**src/rtl/fwd_pkg.sv**
```systemverilog
// fwd_pkg: shared scoreboard entry type, stage indices and select-width helper for the forwarding unit
package fwd_pkg;
  localparam int ENT_AW = 5;
  localparam int ENT_TW = 2;
  localparam int SEL_GRF = 0;
  typedef enum logic [1:0] {STG_E, STG_M, STG_W} stageIdx;
  typedef struct packed {
    logic v;
    logic [ENT_AW-1:0] addr;
    logic [ENT_TW-1:0] tnew;
  } sbEntry;
  function automatic int selW(input int numStage);
    return $clog2(numStage + 1);
  endfunction
endpackage

```
**src/rtl/fwd_lookup.sv**
```systemverilog
// fwd_lookup: per-channel youngest-match lookup giving forward select, operand and stall request
module fwd_lookup import fwd_pkg::*; #(
  parameter int DATA_W = 32,
  parameter int REG_AW = 5,
  parameter int NUM_STAGE = 3,
  parameter int T_W = 2
) (
  input  logic [NUM_STAGE-1:0]        v,
  input  logic [NUM_STAGE*REG_AW-1:0] addr,
  input  logic [NUM_STAGE*T_W-1:0]    tnew,
  input  logic [REG_AW-1:0]           rdAddr,
  input  logic [T_W-1:0]              rdTuse,
  input  logic [DATA_W-1:0]           grfData,
  input  logic [NUM_STAGE*DATA_W-1:0] stageData,
  output logic [selW(NUM_STAGE)-1:0]  sel,
  output logic [DATA_W-1:0]           data,
  output logic                        stallReq
);
  localparam int SEL_W = selW(NUM_STAGE);
  logic hit;
  logic fwdOk;
  logic [T_W-1:0] hitTnew;
  logic [SEL_W-1:0] hitSel;
  logic [DATA_W-1:0] hitData;
  // Scan oldest to youngest so the lowest matching stage wins.
  always_comb begin
    hit = 1'b0;
    hitTnew = '0;
    hitSel = SEL_W'(SEL_GRF);
    hitData = grfData;
    for (int s = NUM_STAGE - 1; s >= 0; s--) begin
      if (v[s] && addr[s*REG_AW +: REG_AW] == rdAddr) begin
        hit = 1'b1;
        hitTnew = tnew[s*T_W +: T_W];
        hitSel = SEL_W'(s + 1);
        hitData = stageData[s*DATA_W +: DATA_W];
      end
    end
  end
  assign fwdOk = hit && rdAddr != '0 && hitTnew == '0;
  assign sel = fwdOk ? hitSel : SEL_W'(SEL_GRF);
  assign data = fwdOk ? hitData : grfData;
  assign stallReq = hit && rdAddr != '0 && hitTnew > rdTuse;
endmodule

```
**src/rtl/fwd_scoreboard.sv**
```systemverilog
// fwd_scoreboard: registered writer scoreboard with per-channel forwarding and stall; FWD_STALL_CNT_EN adds stall_cnt
// Entry field widths come from fwd_pkg, so REG_AW/T_W track ENT_AW/ENT_TW.
module fwd_scoreboard import fwd_pkg::*; #(
  parameter int DATA_W = 32,
  parameter int REG_AW = ENT_AW,
  parameter int NUM_RD = 2,
  parameter int NUM_STAGE = 3,
  parameter int T_W = ENT_TW
) (
  input  logic                               clk,
  input  logic                               reset,
  input  logic                               iss_we,
  input  logic [REG_AW-1:0]                  iss_addr,
  input  logic [T_W-1:0]                     iss_tnew,
  input  logic                               flush,
  input  logic [NUM_RD*REG_AW-1:0]           rd_addr,
  input  logic [NUM_RD*T_W-1:0]              rd_tuse,
  input  logic [NUM_RD*DATA_W-1:0]           grf_data,
  input  logic [NUM_STAGE*DATA_W-1:0]        stage_data,
  output logic [NUM_RD*selW(NUM_STAGE)-1:0]  fwd_sel,
  output logic [NUM_RD*DATA_W-1:0]           fwd_data,
`ifdef FWD_STALL_CNT_EN
  output logic [31:0]                        stall_cnt,
`endif
  output logic                               stall
);
  localparam int SEL_W = selW(NUM_STAGE);
  sbEntry sb [NUM_STAGE];
  logic [NUM_STAGE-1:0] vVec;
  logic [NUM_STAGE*REG_AW-1:0] addrVec;
  logic [NUM_STAGE*T_W-1:0] tnewVec;
  logic [NUM_RD-1:0] reqVec;
  for (genvar s = 0; s < NUM_STAGE; s++) begin : gFlat
    assign vVec[s] = sb[s].v;
    assign addrVec[s*REG_AW +: REG_AW] = sb[s].addr;
    assign tnewVec[s*T_W +: T_W] = sb[s].tnew;
  end
  for (genvar p = 0; p < NUM_RD; p++) begin : gRd
    fwd_lookup #(.DATA_W(DATA_W), .REG_AW(REG_AW), .NUM_STAGE(NUM_STAGE), .T_W(T_W)) uLookup (
      .v(vVec),
      .addr(addrVec),
      .tnew(tnewVec),
      .rdAddr(rd_addr[p*REG_AW +: REG_AW]),
      .rdTuse(rd_tuse[p*T_W +: T_W]),
      .grfData(grf_data[p*DATA_W +: DATA_W]),
      .stageData(stage_data),
      .sel(fwd_sel[p*SEL_W +: SEL_W]),
      .data(fwd_data[p*DATA_W +: DATA_W]),
      .stallReq(reqVec[p])
    );
  end
  assign stall = |reqVec;
  // A stalled D instruction must not enter E; flush and stall collapse to one bubble.
  always_ff @(posedge clk) begin
    if (reset) begin
      for (int s = 0; s < NUM_STAGE; s++) sb[s] <= '0;
    end else begin
      sb[0] <= (flush || stall) ? '0 : '{v: iss_we && iss_addr != '0, addr: iss_addr, tnew: iss_tnew};
      for (int s = 1; s < NUM_STAGE; s++)
        sb[s] <= '{v: sb[s-1].v, addr: sb[s-1].addr, tnew: sb[s-1].tnew - T_W'(sb[s-1].tnew != '0)};
    end
  end
`ifdef FWD_STALL_CNT_EN
  always_ff @(posedge clk) begin
    if (reset) stall_cnt <= '0;
    else if (stall && !(&stall_cnt)) stall_cnt <= stall_cnt + 32'd1;
  end
`endif
endmodule
```
**config.mk**
```make
export PLATFORM = sky130hd
export DESIGN_NAME = fwd_scoreboard
export DESIGN_NICKNAME = d
export VERILOG_FILES = /design/src/rtl/fwd_pkg.sv /design/src/rtl/fwd_lookup.sv /design/src/rtl/fwd_scoreboard.sv
export SDC_FILE = /design/constraint.sdc
export NUM_CORES = 1
export LEC_CHECK = 0
export ABC_AREA = 1
export CAP_MARGIN = 20
export CELL_PAD_IN_SITES_DETAIL_PLACEMENT = 1
export CELL_PAD_IN_SITES_GLOBAL_PLACEMENT = 1
export CORE_MARGIN = 2
export CORE_UTILIZATION = 28
export CTS_CLUSTER_SIZE = 28
export DETAILED_ROUTE_END_ITERATION = 7
export HOLD_SLACK_MARGIN = 0.03
export PLACE_DENSITY_LB_ADDON = 0.1
export SYNTH_ARGS = -nofsm -noshare
export SYNTH_HDL_FRONTEND = slang
export SYNTH_HIERARCHICAL = 1
export SYNTH_SLANG_ARGS = --single-unit
```
**constraint.sdc**
```tcl
create_clock -name clk -period 4.3 [get_ports clk]
set_input_delay 0.43 -clock clk [delete_from_list [all_inputs] [get_ports clk]]
set_output_delay 0.43 -clock clk [all_outputs]
set_load 0.05 [all_outputs]
```
==> summary.txt, run 1 <==
Power
  – Combinational share of power: 58.3%
  – PwrDens: 126 nW/um^2
  – Lkg Pwr: 4.51 nW
  – Switching power: 0.397 mW
  – Worst vdd ir: 118 uV
  – Sequential power share: 22.6%
  – Clk pwr share: 19.1%
  – Switching part of the total: 38.1%
  – Int Power: 0.646 mW

STA
  – Clock Skews: 0.00231 ns
  – Slew headroom: 50.0%
  – Setup-failing EPs final: 0
  – Unrepaired setup endpoints after global routing: false
  – Final TNS setup: 0 ns
  – F_max: 255 MHz
  – Hold Fails Final Rpt: 0
  – Final worst-path cycle share: 91.2%
  – Minimum clock period: 3.92 ns
  – Final Slew Violations: 0
  – Worst-margin pin slew: 0.748 ns

Route
  – Drc violations: 0
  – Final WL: 25,300 um
  – Antenna Nets Post-Route: 0
  – Via/cell ratio: 4.76
  – Initial DRC Count: 253
  – Per-cell routed wire length: 15.9 um
  – Via Count: 7,557
  – Iteration count of the initial detailed-routing pass: 4

Clock tree
  – CTS root buf: clkbuf_16
  – CTS tree: done
  – Clock-pin transition on the worst setup and hold timing paths: 0.06 ns
  – Post-CTS sizing: 0
  – Total CTS buffers: 3
  – H-tree lvl count: 1
  – Post-CTS Setup Bufs: 0
  – Clock Path Buffers: 2
  – Clock Sinks: 24
  – Hold buffers post-CTS: 0
  – Worst-Skew Late Latency: 0.26 ns

Yosys
  – Mapped Area: 5360 um^2
  – Largest area contributor in the netlist: nand2_1
  – Syn_nets: 1,324
  – Synth unique cells: 28
  – Seq/Total Area, Yosys: 8.96%
  – Cells after synthesis: 1,135
  – Ranking of synthesized cells by area: nand2_1, nor2_1, nand3_1
  – Yosys warning count: 6
  – Synth Register Bits: 24
  – Avg Cell Area, Syn: 4.72 um^2
  – Top cell type's share of synthesized area: 30.2%

GRT
  – Grt ovf: 0
  – First-pass GRT wire length: 39,100 um
  – Vias in the first global route: 7,295
  – Largest net degree at the start of global routing: 35
  – Initial antenna violation count: 2
  – Total Routing Usage GR: 24.2%

Floorplanning
  – Row count: 50
  – Die Width: 142 um
  – Die height: 142 um
  – Starting density of the core: 28.6%
  – Core area: 18,800 um^2
  – Top-Level Pins: 254
  – Die area: 20,300 um^2

Cells and area
  – Most common cell after layout, fill and taps aside: nand2_1
  – Most frequent cells in the layout: nand2_1, nor2_1, clkdlybuf4s50_1
  – Fillers: 2,617
  – Layout Nets: 1,544
  – Non-filler cells in the finished layout: 1,588
  – Largest regs: sb: 24 flops
  – Area Growth Syn to Fin: 54.9%
  – Max FFs per register: 24
  – Layout cells sized above 1: 12.2%
  – Most flops, register: sb

Run status
  – Status: finished, final reports clean

Critical path
  – Crit path max-delay family: buffers and inverters
  – Critical Path Fanout Max: 25
  – WP depth: 16
  – FF-to-FF path depth: 15
  – CP startpoint: rd_addr[4]
  – Worst Path Required: 3.87 ns
  – Reg-to-reg slack, setup: 1.38 ns
  – Worst setup SP type: input pin
  – Critical Path Max Stage Delay: 0.60 ns
  – Critical-path cell list: clkdlybuf4s50_1, inv_2, nand2_1, nand2_1, nor2_1, nand3_4, buf_4, inv_1, nor2_1, nand2_2, nand2_2, ha_1, a211oi_1, nor2_8, inv_1, buf_12
  – Worst R2R Start: sb[0][6]$_SDFF_PP0_
  – Critical path buffers and inverters: 6
  – Crit path max-delay cell type: a211oi_1
  – CP Class: in2out
  – Reg2reg end: sb[0][3]$_SDFF_PP0_
  – End point of the critical path: stall
  – Critical Path AT: 3.49 ns
  – CP Capture Type: primary output

Hold path
  – Worst Hold Class: reg2reg

Run
  – Max Cap Viol: 0

Placement
  – Gpl congestion: 0.814
  – HPWL after DPL: 19,100 um
  – # port buffers: 253
  – Post-Place Cells: 1,584
synth_stat cells:
master,instances
a211oi_1,2
a21oi_1,4
a21oi_4,2
buf_1,4
buf_2,29
buf_4,4
buf_6,13
clkbuf_1,10
clkinv_1,2
clkinv_2,2
dfxtp_1,24
ha_1,4
inv_1,129
inv_2,10
nand2_1,432
nand2_2,26
nand2_4,1
nand3_1,163
nand3_2,8
nand3_4,4
nor2_1,238
nor2_2,12
nor2_4,1
nor2_8,3
nor3_1,2
o21ai_0,2
or2_1,2
or2_4,2
tightest hold or removal path, cell delays in order, from the launching register on:
cell,delay (ns)
dfxtp_1,0.33
inv_1,0.06
nor2_1,0.03
worst min path at each step:
stage                         start              endpoint  slack (ns)  depth (start not counted)
6_report        sb[0][7]$_SDFF_PP0_  sb[0][15]$_SDFF_PP0_        0.46                          2
5_1_grt        sb[0][15]$_SDFF_PP0_  sb[0][23]$_SDFF_PP0_        0.50                          2
4_1_cts         sb[0][7]$_SDFF_PP0_  sb[0][15]$_SDFF_PP0_        0.46                          2
3_5_place_dp    sb[0][7]$_SDFF_PP0_  sb[0][15]$_SDFF_PP0_        0.45                          2
3_3_place_gp    sb[0][1]$_SDFF_PP0_   sb[0][9]$_SDFF_PP0_        0.45                          2
2_1_floorplan   sb[0][7]$_SDFF_PP0_  sb[0][15]$_SDFF_PP0_        0.42                          2
layer usage:
layer,vias to the layer above,wire [um],track usage [%]
met5,-,13,0
met4,2,326,4.06
met3,23,1240,2.62
met2,179,12300,43.5
met1,3499,11400,31.6
li1,3854,-,-
area by class of cell:
class	instances	area [um^2]	share of cell area (%)
Antenna cell	1	2.50	0.0301
Clock buffer	3	75.1	0.904
Inverter	143	539	6.49
Multi-Input combinational cell	908	3980	47.9
Sequential cell	24	480	5.79
Tap cell	234	293	3.53
Timing Repair Buffer	275	2940	35.4
per-stage QoR:
| stage | instance area (um^2) | total power [mW] | utilization (%) | hold slack (ns) | worst slack [ns] |
|---|---|---|---|---|---|
| after global routing | 8300 | 1.11 | 44.2 | 0.501 | 0.143 |
| after global placement | 8230 | 0.843 | 43.8 | 0.449 | 0.403 |
| final | 8300 | 1.04 | 44.2 | 0.456 | 0.377 |
| after CTS | 8300 | 1.05 | 44.2 | 0.457 | 0.323 |
| after detailed placement | 8230 | 0.850 | 43.8 | 0.446 | 0.327 |
| after floorplan | 5360 | 0.516 | - | 0.416 | 1.16 |
kinds of logic after synthesis:
logic type	count (synthesis)	synth area share [%]
flops	24	8.96
simple gates	894	71.6
buf+inv	203	17.0
fa+ha+maj	4	0.933
compound gates	10	1.45
power groups by stage:
stage / registers, mW / logic (mW) / clock network (mW)
finish: 0.235 / 0.608 / 0.200
global route: 0.237 / 0.656 / 0.215
CTS: 0.235 / 0.612 / 0.206
detailed placement: 0.240 / 0.609 / 0
global placement: 0.240 / 0.603 / 0
floorplan: 0.238 / 0.279 / 0
No activity file was read; power rests on OpenSTA's default activity.
==> run 2, diff against run 1 <==
- ABC_AREA: 1 -> 0
- CORE_UTILIZATION: 28 -> 30
==> run 2 against run 1 <==
Power grew 5.9%. Die area shrank 19%. Combinational power shrank 0.7%. Count of clock-buffer cells in the layout is the same. Clock power grew 33%. Register-to-register slack lost 0.03 ns. Sequential power is essentially flat. Routed wire length shrank 11%. Via count shrank 22%.
==> summary.txt, run 2 <==
Critical path
  – Critical Path AT: 3.46 ns (-0.03 ns)
  – CP startpoint: rd_addr[2]
  – End point of the critical path: fwd_data[0]
  – Reg2reg end: sb[0][7]$_SDFF_PP0_
  – Critical-path cell list: clkdlybuf4s50_1, xor2_1, nor4_4, buf_4, nand2_1, a31o_1, nor3_4, buf_12, mux2_2, buf_4
  – Crit path max-delay cell type: clkdlybuf4s50_1
  – FF-to-FF path depth: 10 (-5)
  – Worst R2R Start: sb[0][5]$_SDFF_PP0_
  – Worst Path Required: 3.87 ns (about the same)
  – CP Class: in2out
  – Worst setup SP type: input pin
  – Critical Path Fanout Max: 36 (+44%)
  – CP Capture Type: primary output
  – Critical Path Max Stage Delay: 0.53 ns (-0.07 ns)
  – Reg-to-reg slack, setup: 1.35 ns (-0.03 ns)
  – Most frequent CP cell: buf_4

Cells and area
  – Layout cells sized above 1: 21.7% (+9.5 points)
  – Max FFs per register: 24 (unchanged)
  – Most frequent cells in the layout: clkdlybuf4s50_1, o21ai_0, nand2_1
  – Cell area after layout: 7490 um^2 (-9.8%)
  – Most flops, register: sb
  – Diodes inserted: 0 (-1)
  – Layout Nets: 1,007 (-35%)
  – Largest regs: sb: 24 flops
  – Most common cell after layout, fill and taps aside: clkdlybuf4s50_1
  – Area Growth Syn to Fin: 61.4%
  – Non-filler cells in the finished layout: 1,005 (-37%)

Clock tree
  – Hold buffers post-CTS: 0 (unchanged)
  – CTS root buf: clkbuf_16
  – H-tree lvl count: 1 (unchanged)
  – Clock-pin transition on the worst setup and hold timing paths: 0.06 ns (about the same)
  – Post-CTS sizing: 0 (unchanged)
  – Total CTS buffers: 3 (unchanged)
  – Clock Sinks: 24 (unchanged)
  – Clock Path Buffers: 2 (unchanged)
  – Worst-Skew Late Latency: 0.26 ns (about the same)
  – Post-CTS Setup Bufs: 0 (unchanged)
  – CTS tree: done

Placement
  – DP Area: 7390 um^2 (-10%)
  – HPWL after DPL: 16,800 um (-12%)
  – Gpl congestion: 0.860 (+5.6%)
  – Post-Place Cells: 1,001 (-37%)
  – # port buffers: 253 (unchanged)

GRT
  – First-pass GRT wire length: 34,300 um (-12%)
  – Vias in the first global route: 6,397 (-12%)
  – Largest net degree at the start of global routing: 37 (+5.7%)
  – Total Routing Usage GR: 26.0% (+1.8 points)
  – Grt ovf: 0 (unchanged)
  – Initial antenna violation count: 0 (-2)

STA
  – Unrepaired setup endpoints after global routing: false
  – Fin Hold WS: 0.500 ns (+0.0443 ns)
  – Final worst-path cycle share: 90.5% (-0.73 points)
  – Worst-margin pin slew: 0.806 ns (+0.0580 ns)
  – Clock Skews: 0.00243 ns (+0.000112 ns)
  – Final Slew Violations: 0 (unchanged)
  – Hold Fails Final Rpt: 0 (unchanged)
  – F_max: 257 MHz (+0.81%)
  – Final TNS setup: 0 ns (unchanged)
  – Slew headroom: 45.8% (-4.2 points)
  – Minimum clock period: 3.89 ns (-0.0315 ns)
  – Setup-failing EPs final: 0 (unchanged)

Route
  – Drc violations: 0 (unchanged)
  – Per-cell routed wire length: 22.5 um (+41%)
  – Via/cell ratio: 5.89 (+24%)
  – Iteration count of the initial detailed-routing pass: 5 (+1)
  – Final WL: 22,600 um (-11%)
  – Via Count: 5,924 (-22%)
  – Initial DRC Count: 324 (+28%)
  – Antenna Nets Post-Route: 0 (unchanged)

Run status
  – Status: finished, final reports clean

Yosys
  – Top cell type's share of synthesized area: 19.4% (-11 points)
  – Post-Synth Adder-Cell Area: 1.08% (+0.15 points)
  – Mux contribution to synthesized area: 20.4% (+20 points)
  – Mapped Area: 4640 um^2 (-13%)
  – Synth Area in Compound Gates: 39.8% (+38 points)
  – XOR/XNOR Fraction of Synth Area: 5.66% (+5.7 points)
  – Synth Register Bits: 24 (unchanged)
  – Cells after synthesis: 600 (-47%)
  – Largest family of logic cells by synthesized area: compound AO/OA/AOI/OAI gates
  – Largest area contributor in the netlist: mux2_4
  – Async SR Flop Fraction: 0% (unchanged)
  – Most numerous cell in the Yosys netlist: o21ai_0
  – Most used DFF post-synth: dfxtp_1
  – Synth cell count leaders: o21ai_0, nand2_1, a21boi_0, a311oi_1, mux2_4
  – Synth unique cells: 42 (+50%)
  – Yosys warning count: 6 (unchanged)
  – Synth Area in Simple Gates: 15.3% (-56 points)
  – Syn_nets: 789 (-40%)
  – Ranking of synthesized cells by area: mux2_4, o21ai_0, a311oi_1
  – Avg Cell Area, Syn: 7.73 um^2 (+64%)
  – Post-synth EDFFs: 0 (unchanged)
  – Seq/Total Area, Yosys: 10.4% (+1.4 points)

Floorplanning
  – Die area: 16,500 um^2 (-19%)
  – Row count: 45 (-10%)
  – Die Width: 128 um (-9.8%)
  – Top-Level Pins: 254 (unchanged)
  – Starting density of the core: 30.6% (+2.1 points)
  – Die height: 128 um (-9.8%)
  – Core area: 15,100 um^2 (-19%)

Power
  – Worst vdd ir: 246 uV (+110%)
  – Total Power: 1.10 mW (+5.9%)
  – Sequential power share: 21.3% (-1.3 points)
  – Clk pwr share: 24.0% (+4.9 points)
  – Switching part of the total: 34.0% (-4.0 points)
  – Lkg Pwr: 2.65 nW (-41%)
  – Switching power: 0.376 mW (-5.3%)
  – PwrDens: 147 nW/um^2 (+17%)
  – Combinational share of power: 54.7% (-3.6 points)
  – Int Power: 0.729 mW (+13%)

Hold path
  – Worst Hold Class: reg2reg

Run
  – Max Cap Viol: 0 (unchanged)
run 2: cell families after synthesis:
logic type,count (synthesis)
buf+inv,69
xor+xnor,30
flops,24
compound gates,275
fa+ha+maj,4
mux,64
simple gates,134
run 2: layer usage:
metal	up-vias	routed length, um	part of all wire, %	GRT usage (%)
met5	-	0	0	0
met4	0	578	2.6	7.37
met3	40	1260	5.6	2.83
met2	236	11300	50	47.7
met1	2930	9400	42	32.1
li1	2718	-	-	-
run 2: critical path, delay by kind of cell:
kind	cells	cell delay [ns]
buffers and inverters	4	1.42
muxes	1	0.37
AOI/OAI and AO/OA	1	0.28
xor gates and xnor gates	1	0.24
and+or+nand+nor	3	0.72
run 2: worst min-delay path by stage:
stage                           endpoint  slack (ns)                start  depth (start not counted)
global route        sb[0][16]$_SDFF_PP0_        0.51  sb[0][8]$_SDFF_PP0_                          1
CTS                 sb[0][16]$_SDFF_PP0_        0.50  sb[0][8]$_SDFF_PP0_                          1
floorplan           sb[0][16]$_SDFF_PP0_        0.43  sb[0][8]$_SDFF_PP0_                          1
finish              sb[0][16]$_SDFF_PP0_        0.50  sb[0][8]$_SDFF_PP0_                          1
detailed placement  sb[0][16]$_SDFF_PP0_        0.48  sb[0][8]$_SDFF_PP0_                          1
global placement    sb[0][16]$_SDFF_PP0_        0.49  sb[0][8]$_SDFF_PP0_                          1
run 2: per-stage QoR:
stage / setup WS (ns) / util, %
2_1_floorplan: 0.803 / -
3_3_place_gp: 0.458 / 48.8
3_5_place_dp: 0.416 / 48.8
4_1_cts: 0.408 / 49.5
5_1_grt: 0.223 / 49.5
6_report: 0.408 / 49.5
run 2: layout make-up:
class | instances | area (um^2)
clock inverter | 1 | 30.0
fill | 1781 | 7650
timing repair buffer | 276 | 2800
clock buffer | 3 | 75.1
tap | 188 | 235
inverter | 6 | 22.5
multi-input combinational | 507 | 3850
sequential | 24 | 480
run 2: power by group through the flow:
stage	Clock, mW	Sequential, mW	Combinational, mW
5_1_grt	0.281	0.236	0.635
4_1_cts	0.270	0.235	0.603
3_5_place_dp	0	0.240	0.600
3_3_place_gp	0	0.240	0.589
2_1_floorplan	0	0.237	0.292
6_report	0.266	0.235	0.604
==> run 3, diff against run 2 <==
- CORE_MARGIN: 2 -> unset
- clock period: 4.3 -> 4.8 ns (I/O delays scaled with it)
==> run 3 against run 2 <==
Final cell count shrank 0.50%. Sequential power fell by 10%. Non-clock buffer count fell by 5. Highest routed layer unchanged. Die area shrank 3.1%. Worst setup slack improved by 0.24 ns.
==> summary.txt, run 3 (same netlist as run 2, synthesis figures left out) <==
Clock tree
  – Total CTS buffers: 3 (unchanged)
  – Clock Path Buffers: 2 (unchanged)
  – Clock-pin transition on the worst setup and hold timing paths: 0.06 ns (about the same)
  – CTS tree: done
  – Post-CTS sizing: 0 (unchanged)
  – Worst-Skew Late Latency: 0.26 ns (about the same)
  – H-tree lvl count: 1 (unchanged)
  – Post-CTS Setup Bufs: 0 (unchanged)
  – Clock Sinks: 24 (unchanged)
  – Hold buffers post-CTS: 0 (unchanged)
  – CTS root buf: clkbuf_16

Power
  – Worst vdd ir: 111 uV (-55%)
  – Switching part of the total: 35.3% (+1.2 points)
  – Combinational share of power: 56.7% (+2.0 points)
  – Clk pwr share: 21.1% (-2.9 points)
  – PwrDens: 128 nW/um^2 (-13%)
  – Sequential power share: 22.1% (+0.8 points)
  – Total Power: 0.952 mW (-14%)
  – Switching power: 0.336 mW (-11%)
  – Int Power: 0.616 mW (-15%)
  – Lkg Pwr: 2.61 nW (-1.6%)

STA
  – Setup-failing EPs final: 0 (unchanged)
  – F_max: 241 MHz
  – Minimum clock period: 4.15 ns
  – Slew headroom: 33.0% (-13 points)
  – Final worst-path cycle share: 86.5%
  – Final Slew Violations: 0 (unchanged)
  – Worst-margin pin slew: 1.00 ns (+0.197 ns)
  – Unrepaired setup endpoints after global routing: false
  – Hold Fails Final Rpt: 0 (unchanged)
  – Clock Skews: 0.00597 ns (+0.00355 ns)
  – Final TNS setup: 0 ns (unchanged)

Floorplanning
  – Row count: 45 (unchanged)
  – Die area: 16,000 um^2 (-3.1%)
  – Starting density of the core: 30.6% (unchanged)
  – Die height: 126 um (-1.6%)
  – Die Width: 126 um (-1.6%)
  – Core area: 15,100 um^2 (unchanged)
  – Top-Level Pins: 254 (unchanged)

Cells and area
  – Non-filler cells in the finished layout: 1,000 (-0.50%)
  – Most common cell after layout, fill and taps aside: clkdlybuf4s50_1
  – Layout cells sized above 1: 20.8% (-0.85 points)
  – Cell area after layout: 7420 um^2 (-0.95%)
  – Fillers: 1,773 (-0.45%)
  – Most flops, register: sb
  – Max FFs per register: 24 (unchanged)
  – Layout Nets: 1,002 (-0.50%)
  – Most frequent cells in the layout: clkdlybuf4s50_1, o21ai_0, nand2_1
  – Area Growth Syn to Fin: 59.9%
  – Largest regs: sb: 24 flops
  – Diodes inserted: 0 (unchanged)

Route
  – Per-cell routed wire length: 21.5 um (-4.3%)
  – Initial DRC Count: 377 (+16%)
  – Via Count: 5,861 (-1.1%)
  – Drc violations: 0 (unchanged)
  – Via/cell ratio: 5.86 (-0.57%)
  – Iteration count of the initial detailed-routing pass: 5 (unchanged)
  – Antenna Nets Post-Route: 0 (unchanged)
  – Final WL: 21,500 um (-4.8%)

GRT
  – Largest net degree at the start of global routing: 53 (+43%)
  – Initial antenna violation count: 0 (unchanged)
  – Vias in the first global route: 6,253 (-2.3%)
  – First-pass GRT wire length: 33,000 um (-3.9%)
  – Total Routing Usage GR: 25.8% (-0.24 points)
  – Grt ovf: 0 (unchanged)

Run
  – Max Cap Viol: 0 (unchanged)

Placement
  – DP Area: 7330 um^2 (-0.75%)
  – Gpl congestion: 0.892 (+3.7%)
  – HPWL after DPL: 15,600 um (-7.4%)
  – Post-Place Cells: 996 (-0.50%)
  – # port buffers: 253 (unchanged)

Critical path
  – Worst setup SP type: input pin
  – Critical Path AT: 3.67 ns (+0.21 ns)
  – CP Capture Type: primary output
  – Critical Path Fanout Max: 12 (-67%)
  – Worst Path Required: 4.32 ns (+0.45 ns)
  – CP Class: in2out

Hold path
  – Worst Hold Class: reg2reg

Run status
  – Status: finished, final reports clean
[run 3: power groups by stage]
| stage | logic (mW) | registers (mW) | clock network, mW |
|---|---|---|---|
| after detailed placement | 0.537 | 0.215 | 0 |
| after global placement | 0.529 | 0.215 | 0 |
| after CTS | 0.540 | 0.211 | 0.204 |
| final | 0.540 | 0.211 | 0.201 |
| after floorplan | 0.262 | 0.213 | 0 |
| after global routing | 0.567 | 0.211 | 0.212 |
[run 3: path summary, 6_finish.rpt]
kind	to	slack, ns	from	depth (start not counted)
worst max register to register	sb[0][3]$_SDFF_PP0_	1.71	sb[0][3]$_SDFF_PP0_	9
worst min register to register	sb[0][8]$_SDFF_PP0_	0.52	sb[0][0]$_SDFF_PP0_	1
worst max-delay path	stall	0.65	rd_addr[6]	10
worst min-delay path	sb[0][8]$_SDFF_PP0_	0.52	sb[0][0]$_SDFF_PP0_	1
[run 3: through the flow]
step / setup slack (ns) / hold slack, ns / utilization [%]
final: 0.649 / 0.515 / 49.0
after CTS: 0.624 / 0.506 / 49.0
after detailed placement: 0.631 / 0.494 / 48.4
after global routing: 0.513 / 0.535 / 49.0
after global placement: 0.734 / 0.486 / 48.4
after floorplan: 1.20 / 0.434 / -
[run 3: final cells by class]
type                       count  area (um^2)  area share [%]
sequential                    24          480            6.48
multi-input combinational    507         3850            51.9
tap                          188          235            3.17
inverter                       6         22.5           0.304
timing repair buffer         271         2740            36.9
clock buffer                   4         88.8            1.20
[run 3: routing by layer]
| metal | track usage, % | vias to the layer above | share of wire [%] | wire, um |
|---|---|---|---|---|
| met5 | 0 | - | 0 | 0 |
| met1 | 31.5 | 2877 | 42 | 9060 |
| met2 | 46.3 | 235 | 50 | 10700 |
| met3 | 2.99 | 39 | 5.5 | 1170 |
| li1 | - | 2710 | - | - |
| met4 | 9.28 | 0 | 2.7 | 571 |
[run 3: critical path: stages]
cell,delay [ns]
clkdlybuf4s50_1,0.57
xnor2_1,0.15
nand4_1,0.27
or2_1,0.51
a31oi_2,0.38
inv_1,0.09
ha_1,0.29
a211oi_1,0.54
or2_2,0.24
buf_12,0.13
